==> src/rtl/score_ctl.sv <==
// score_ctl: match scorekeeper with goal edge detect, frame-counted serve delay and debounced restart
module score_ctl #(
  parameter int WIN_SCORE       = 3,
  parameter int SERVE_FRAMES    = 60,
  parameter int DEBOUNCE_CYCLES = 650000
) (
  input  logic       pclk,
  input  logic       rst,
  input  logic       vsync_in,
  input  logic       goal_p1,
  input  logic       goal_p2,
  input  logic       btn_restart,
  output logic [1:0] score_p1,
  output logic [1:0] score_p2,
  output logic       ball_hold,
  output logic       game_over
);
  typedef enum logic [1:0] {SERVE, PLAY, OVER} state_t;
  localparam logic [1:0]  WIN = 2'(WIN_SCORE);
  localparam logic [7:0]  SF  = 8'(SERVE_FRAMES);
  localparam logic [19:0] DB  = 20'(DEBOUNCE_CYCLES);
  state_t st, st_n;
  logic [7:0] fc, fc_n;
  logic [1:0] s1_n, s2_n;
  logic [19:0] db;
  logic g1, g1_q, g2, g2_q, vs, vs_q, b1, b2;
  logic e1, e2, ev, press;
  assign e1 = g1 & ~g1_q;
  assign e2 = g2 & ~g2_q;
  assign ev = vs & ~vs_q;
  assign press = b2 && db == DB - 20'd1;
  always_ff @(posedge pclk) begin
    if (!rst) begin
      {g1, g1_q, g2, g2_q, vs, vs_q, b1, b2} <= '0;
      db        <= '0;
      st        <= SERVE;
      fc        <= SF;
      score_p1  <= '0;
      score_p2  <= '0;
      ball_hold <= 1'b1;
      game_over <= 1'b0;
    end else begin
      {g1, g1_q, g2, g2_q, vs, vs_q} <= {goal_p1, g1, goal_p2, g2, vsync_in, vs};
      {b1, b2}  <= {btn_restart, b1};
      db        <= !b2 ? 20'd0 : db == DB ? db : db + 20'd1;
      st        <= st_n;
      fc        <= fc_n;
      score_p1  <= s1_n;
      score_p2  <= s2_n;
      ball_hold <= st_n != PLAY;
      game_over <= st_n == OVER;
    end
  end
  always_comb begin
    st_n = st;
    fc_n = fc;
    s1_n = score_p1;
    s2_n = score_p2;
    if (press) begin
      st_n = SERVE;
      fc_n = SF;
      s1_n = '0;
      s2_n = '0;
    end else if (st == PLAY && (e1 || e2)) begin
      s1_n = score_p1 + 2'(e1);
      s2_n = score_p2 + 2'(!e1);
      st_n = ((e1 ? s1_n : s2_n) == WIN) ? OVER : SERVE;
      fc_n = SF;
    end else if (st == SERVE && ev) begin
      fc_n = fc - 8'd1;
      st_n = fc == 8'd1 ? PLAY : SERVE;
    end
  end
endmodule

==> config.mk <==
export PLATFORM = sky130hd
export DESIGN_NAME = score_ctl
export DESIGN_NICKNAME = d
export VERILOG_FILES = /design/src/rtl/score_ctl.sv
export SDC_FILE = /design/constraint.sdc
export NUM_CORES = 1
export LEC_CHECK = 0
export CAP_MARGIN = 20
export CORE_AREA = 2 2 58 74
export CTS_CLUSTER_SIZE = 40
export DETAILED_ROUTE_END_ITERATION = 8
export DIE_AREA = 0 0 60 76
export GPL_TIMING_DRIVEN = 0
export PLACE_DENSITY = 0.7
export RECOVER_POWER = 50
export SYNTH_ARGS = -nofsm -noshare
export SYNTH_HDL_FRONTEND = slang
export SYNTH_SLANG_ARGS = --single-unit
==> constraint.sdc <==
create_clock -name pclk -period 4.05 [get_ports pclk]
set_input_delay 0.405 -clock pclk [delete_from_list [all_inputs] [get_ports pclk]]
set_output_delay 0.405 -clock pclk [all_outputs]
set_load 0.005 [all_outputs]
==> flow_summary.toml, run 1 <==
[global_routing]
antenna_found_initial = 0
grt_usage = 0.176
grt_max_degree = 14
grt_first_pass_wirelength_um = 6330
grt_pass1_vias = 1471
grt_overflow = 0

[flow_run]
cap_violations = 0

[clock_network]
cts.sinks = 44
path_clk_slew_ns = 0.08
clkLatencyLatePin_ns = 0.28
cts-root-buf = "clkbuf_8"
cts_buffers = 5
postCtsSetupBuffers = 0
cts.htree.levels = 2
cts_tree = "yes"
cts-hold-fix-buffers = 0
cts_buffer_depth = 2
cts.repair.resized = 0

[worst_setup_path]
start_kind = "flop"
r2r_slack_ns = 1.73
worst_ep_required_time_ns = 4.21
worstPathArrival_ns = 2.49
cp-end-kind = "flop"
crit_fanout = 6
path_class = "reg2reg"

[layout]
layout_common_cells = "dfxtp_1, nor2_1, nand2_1"
post-route-util = 0.570
fin_nets = 246
layout-drive-gt1-share = 0.0591
final_common_cell = "dfxtp_1"
stdcell_area_um2 = 2240
syn_to_final_growth_pct = 14.5
antennaDiodeCount = 0

[placed_design]
port_buffers = 11
place_area_um2 = 2140
gp_congestion = 0.816
dp_hpwl_um = 2590

[detailed_routing]
drt-total-wl_um = 3520
viasPerCell = 5.29
drtIter0Drc = 98
met3_length_um = 86
ant_nets = 0
wl_per_cell_um = 12.0
dr.pass1.iters = 4
vias = 1551
top_layer = "met4"
dr_wl_met2_um = 1800
drcViolationCount = 0
wl_met1_um = 1600

[power]
swShare = 0.203
power.switching_uw = 162
ir_worst_vdd_uv = 181
power_density_nw_per_um2 = 356
p_comb_frac = 0.041
power_frac_clock = 0.406
p_int_uw = 638
p_leak_nw = 0.724
p_seq_frac = 0.553

[yosys]
synth_seq_cells = 44
yosysWarningCount = 0
syn-cell-area_um2 = 1960
synth_top_area_cell = "dfxtp_1"
ys_seq_area_frac = 0.449
avgSynthCellArea_um2 = 8.99
synth_edf_count = 0
yosys-top-cells-area = "dfxtp_1, xnor2_1, xor2_1, nor2_1, a21oi_1"
ys.flop_type = "dfxtp_1"
synth_nets = 228
synth_top_area_share = 0.449
yosysUniqueCellTypes = 34
synthCells = 218
synthArstFlopShare = 0

[sta]
period_share = 0.574
finClkSkew_ns = 0.00231
setup_viol = 0
fin_tns_setup_ns = 0
clock.fmax_ghz = 0.430
slew_viol_final = 0
rsz0062_at_grt = "false"
maxSlewHeadroom = 0.468
hold_viol = 0
layout_min_cycle_time_ns = 2.32
tightest_slew_ns = 0.786

[run_status]
status = "finished clean"

[hold_path]
hold_path_class = "reg2reg"

[floorplanning]
floorplan.initialDensity = 0.498
row_count = 26
die_w_um = 60
core-area_um2 = 3940
pin_count = 12
dieArea_um2 = 4560
die-height_um = 76
## power groups by stage
stage | Combinational (mW) | Sequential (mW) | Clock (mW)
after detailed placement | 0.0336 | 0.452 | 0
final | 0.0330 | 0.442 | 0.324
after floorplan | 0.0235 | 0.452 | 0
after global routing | 0.0372 | 0.443 | 0.353
after CTS | 0.0338 | 0.442 | 0.335
after global placement | 0.0334 | 0.452 | 0
## cell families (layout without fill, tap and decap cells)
kind of cell	after synthesis	count (layout)	synth area share
and+or+nand+nor	109	109	0.316
DFF	44	44	0.449
AOI/OAI and AO/OA	29	29	0.0995
xor gates and xnor gates	19	19	0.0849
buffers and inverters	13	32	0.0249
adders and majority gates	4	4	0.0255
## cell type report
class                           count  area [um^2]
Sequential cell                    44          881
Clock buffer                        6         72.6
Tap cell                           56         70.1
Multi-Input combinational cell    161         1030
Timing Repair Buffer               11          110
Buffer                              6         22.5
Inverter                            7         26.3
Clock inverter                      2         35.0
Fill cell                         371         1690
## sequential cells by signal, indices dropped and copies added (netlist names)
signal and cells:
g1 1, game_over 1, g2 1, vs 1
ball_hold 1, g2_q 1, vs_q 1, score_p2 2
b2 1, st 2, score_p1 2, db 20
b1 1, g1_q 1, fc 8
## metal layers
layer	vias to the layer above	GRT usage
met3	2	0.0458
met5	-	0
met4	0	0.0533
li1	813	-
met1	719	0.216
met2	17	0.293
## synth_stat cells (2+ instances only)
master / count
a211oi_1: 2
a21o_1: 2
a21oi_1: 12
and2_1: 8
clkbuf_1: 6
dfxtp_1: 44
ha_1: 4
inv_1: 7
nand2_1: 15
nand2b_1: 6
nand3_1: 8
nand3b_1: 2
nand4_1: 6
nand4b_1: 3
nor2_1: 18
nor2b_1: 5
nor3_1: 9
nor4_1: 7
nor4b_1: 5
o21ai_0: 7
o31ai_1: 3
or2_2: 4
or3_1: 5
or4_1: 3
xnor2_1: 10
xor2_1: 9
## critical path, stage by stage, from the launching register on
cell	delay, ns
dfxtp_1	0.35
or4b_1	0.54
or4_1	0.68
o31ai_2	0.52
nor2_1	0.10
## metrics by stage
step	hold slack [ns]	total power [mW]	instances	setup slack (ns)
2_1_floorplan	0.412	0.475	218	2.00
3_3_place_gp	0.430	0.486	285	1.81
6_report	0.445	0.800	293	1.73
3_5_place_dp	0.430	0.486	285	1.81
4_1_cts	0.449	0.811	293	1.81
5_1_grt	0.472	0.834	293	1.62
## path summary, 6_finish.rpt
path	start	endpoint	depth (start not counted)
hold / removal	b1	b2	1
setup / recovery	db[5]	score_p2[1]	4
hold reg to reg	b1	b2	1
setup reg to reg	db[5]	score_p2[1]	4
Power figures use the tool's default switching activity.
==> inputs of run 2 (changes only) <==
--- a/config.mk
+++ b/config.mk
@@ -11,7 +11,7 @@
 export DETAILED_ROUTE_END_ITERATION = 8
 export DIE_AREA = 0 0 60 76
 export GPL_TIMING_DRIVEN = 0
-export PLACE_DENSITY = 0.7
+export PLACE_DENSITY = 0.73
 export RECOVER_POWER = 50
 export SYNTH_ARGS = -nofsm -noshare
 export SYNTH_HDL_FRONTEND = slang
==> constraint.sdc (replaced) <==
create_clock -name pclk -period 2.1 [get_ports pclk]
set_input_delay 0.21 -clock pclk [delete_from_list [all_inputs] [get_ports pclk]]
set_output_delay 0.21 -clock pclk [all_outputs]
set_load 0.005 [all_outputs]
==> run 2 against run 1 <==
- non-clock buffer count increased by 4
- die area unchanged
- design area increased by 3.0%
- sequential share of layout area decreased by 0.98 points
- highest routed layer unchanged
- sequential cell count unchanged
- hold slack got worse by 0.0070 ns
- setup slack got worse by 1.7 ns
- critical path depth increased by 1
==> flow_summary.toml, run 2 (synthesis results as in run 1) <==
[run_status]
status = "finished clean"

[floorplanning]
pin_count = 12
floorplan.initialDensity = 0.498
dieArea_um2 = 4560
die_w_um = 60
row_count = 26
core-area_um2 = 3940
die-height_um = 76

[clock_network]
clkLatencyLatePin_ns = 0.29
cts_buffers = 5
cts-hold-fix-buffers = 0
cts_buffer_depth = 2
cts.htree.levels = 2
cts-root-buf = "clkbuf_8"
path_clk_slew_ns = 0.08
cts.sinks = 44
cts_tree = "yes"

[sta]
rsz0062_at_grt = "false"
hold_viol = 0
slew_viol_final = 0
clock.fmax_ghz = 0.494
setup_viol = 0
tightest_slew_ns = 0.836
finClkSkew_ns = 0.00384
maxSlewHeadroom = 0.435
fin_tns_setup_ns = 0
period_share = 0.965
fin_ws_ns = 0.0741
layout_min_cycle_time_ns = 2.03

[layout]
layout_common_cells = "dfxtp_1, nor2_1, nand2_1"
regArea_um2 = 885
reg_top3 = "db x20, fc x8"
fillers = 350
largest_register = "db"
fin_nets = 250
antennaDiodeCount = 0
final_common_cell = "dfxtp_1"
largest_reg_flops = 20
syn_to_final_growth_pct = 17.9
layout-drive-gt1-share = 0.0996
multi_input_area_um2 = 1050

[global_routing]
antenna_found_initial = 0
grt_first_pass_wirelength_um = 6560
grt_max_degree = 14
grt_pass1_vias = 1593
grt_overflow = 0
grt_usage = 0.184

[detailed_routing]
drcViolationCount = 0
dr.pass1.iters = 4
drtIter0Drc = 93
viasPerCell = 5.33
drt-total-wl_um = 3580
ant_nets = 0
wl_per_cell_um = 12.1
vias = 1584

[worst_setup_path]
worstPathArrival_ns = 2.17
worst_ep_required_time_ns = 2.25
path_class = "reg2reg"
crit_fanout = 10
cp-end-kind = "flop"
start_kind = "flop"

[power]
power_frac_clock = 0.406
ir_worst_vdd_uv = 430
p_comb_frac = 0.044
power.switching_uw = 317
swShare = 0.205
p_seq_frac = 0.550
p_int_mw = 1.23
p_leak_nw = 0.752
power_mw = 1.55
power_density_nw_per_um2 = 671

[placed_design]
port_buffers = 11
dp_hpwl_um = 2590
gp_congestion = 0.830
pre_cts_ws_ns = -0.179

[hold_path]
hold_path_class = "reg2reg"

[flow_run]
cap_violations = 0
-- run 2: path summary, 6_finish.rpt --
path | startpoint | endpoint | slack, ns | cells after the start
max | db[5] | fc[1] | 0.07 | 5
min | b1 | b2 | 0.44 | 1
max reg2reg | db[5] | fc[1] | 0.07 | 5
min reg2reg | b1 | b2 | 0.44 | 1
-- run 2: worst max-delay path, stage by stage (launching register included) --
cell and delay [ns]:
dfxtp_2 0.36, or4b_4 0.55, or4_4 0.49, o311ai_4 0.28
buf_12 0.16, a211oi_1 0.04
-- run 2: final cells by class --
cell class / count / share of cell area
Buffer: 6 / 0.00974
Clock buffer: 6 / 0.0314
Clock inverter: 2 / 0.0152
Inverter: 7 / 0.0114
Multi-Input combinational cell: 161 / 0.453
Sequential cell: 44 / 0.383
Tap cell: 56 / 0.0303
Timing Repair Buffer: 15 / 0.0660
-- run 2: timing repair --
item,in CTS,in global routing
setup endpoints to repair,16,7
buffers inserted,1,3
gates resized for setup,1,5
pin swaps,2,2
gates cloned,0,0
-- run 2: per-stage QoR --
| stage | util | instances | hold WS [ns] | cell area, um^2 |
|---|---|---|---|---|
| final | 0.587 | 297 | 0.438 | 2310 |
| after global routing | 0.587 | 297 | 0.443 | 2310 |
| after CTS | 0.579 | 294 | 0.440 | 2280 |
| after detailed placement | 0.544 | 285 | 0.424 | 2140 |
| after global placement | 0.544 | 285 | 0.423 | 2140 |
| after floorplan | - | 218 | 0.337 | 1960 |
-- run 2: layer usage --
layer / up-vias / GRT usage / part of all wire / wire length [um]
met2: 28 / 0.311 / 0.53 / 1890
met3: 7 / 0.0543 / 0.032 / 113
met1: 729 / 0.206 / 0.42 / 1510
met5: - / 0 / 0 / 0
met4: 0 / 0.0778 / 0.021 / 76
li1: 820 / - / - / -
-- run 2: power by group through the flow --
stage / clock network (mW) / logic [mW] / registers (mW)
final: 0.629 / 0.0688 / 0.853
after global routing: 0.677 / 0.0783 / 0.855
after CTS: 0.642 / 0.0701 / 0.853
after detailed placement: 0 / 0.0644 / 0.873
after global placement: 0 / 0.0643 / 0.872
after floorplan: 0 / 0.0453 / 0.871
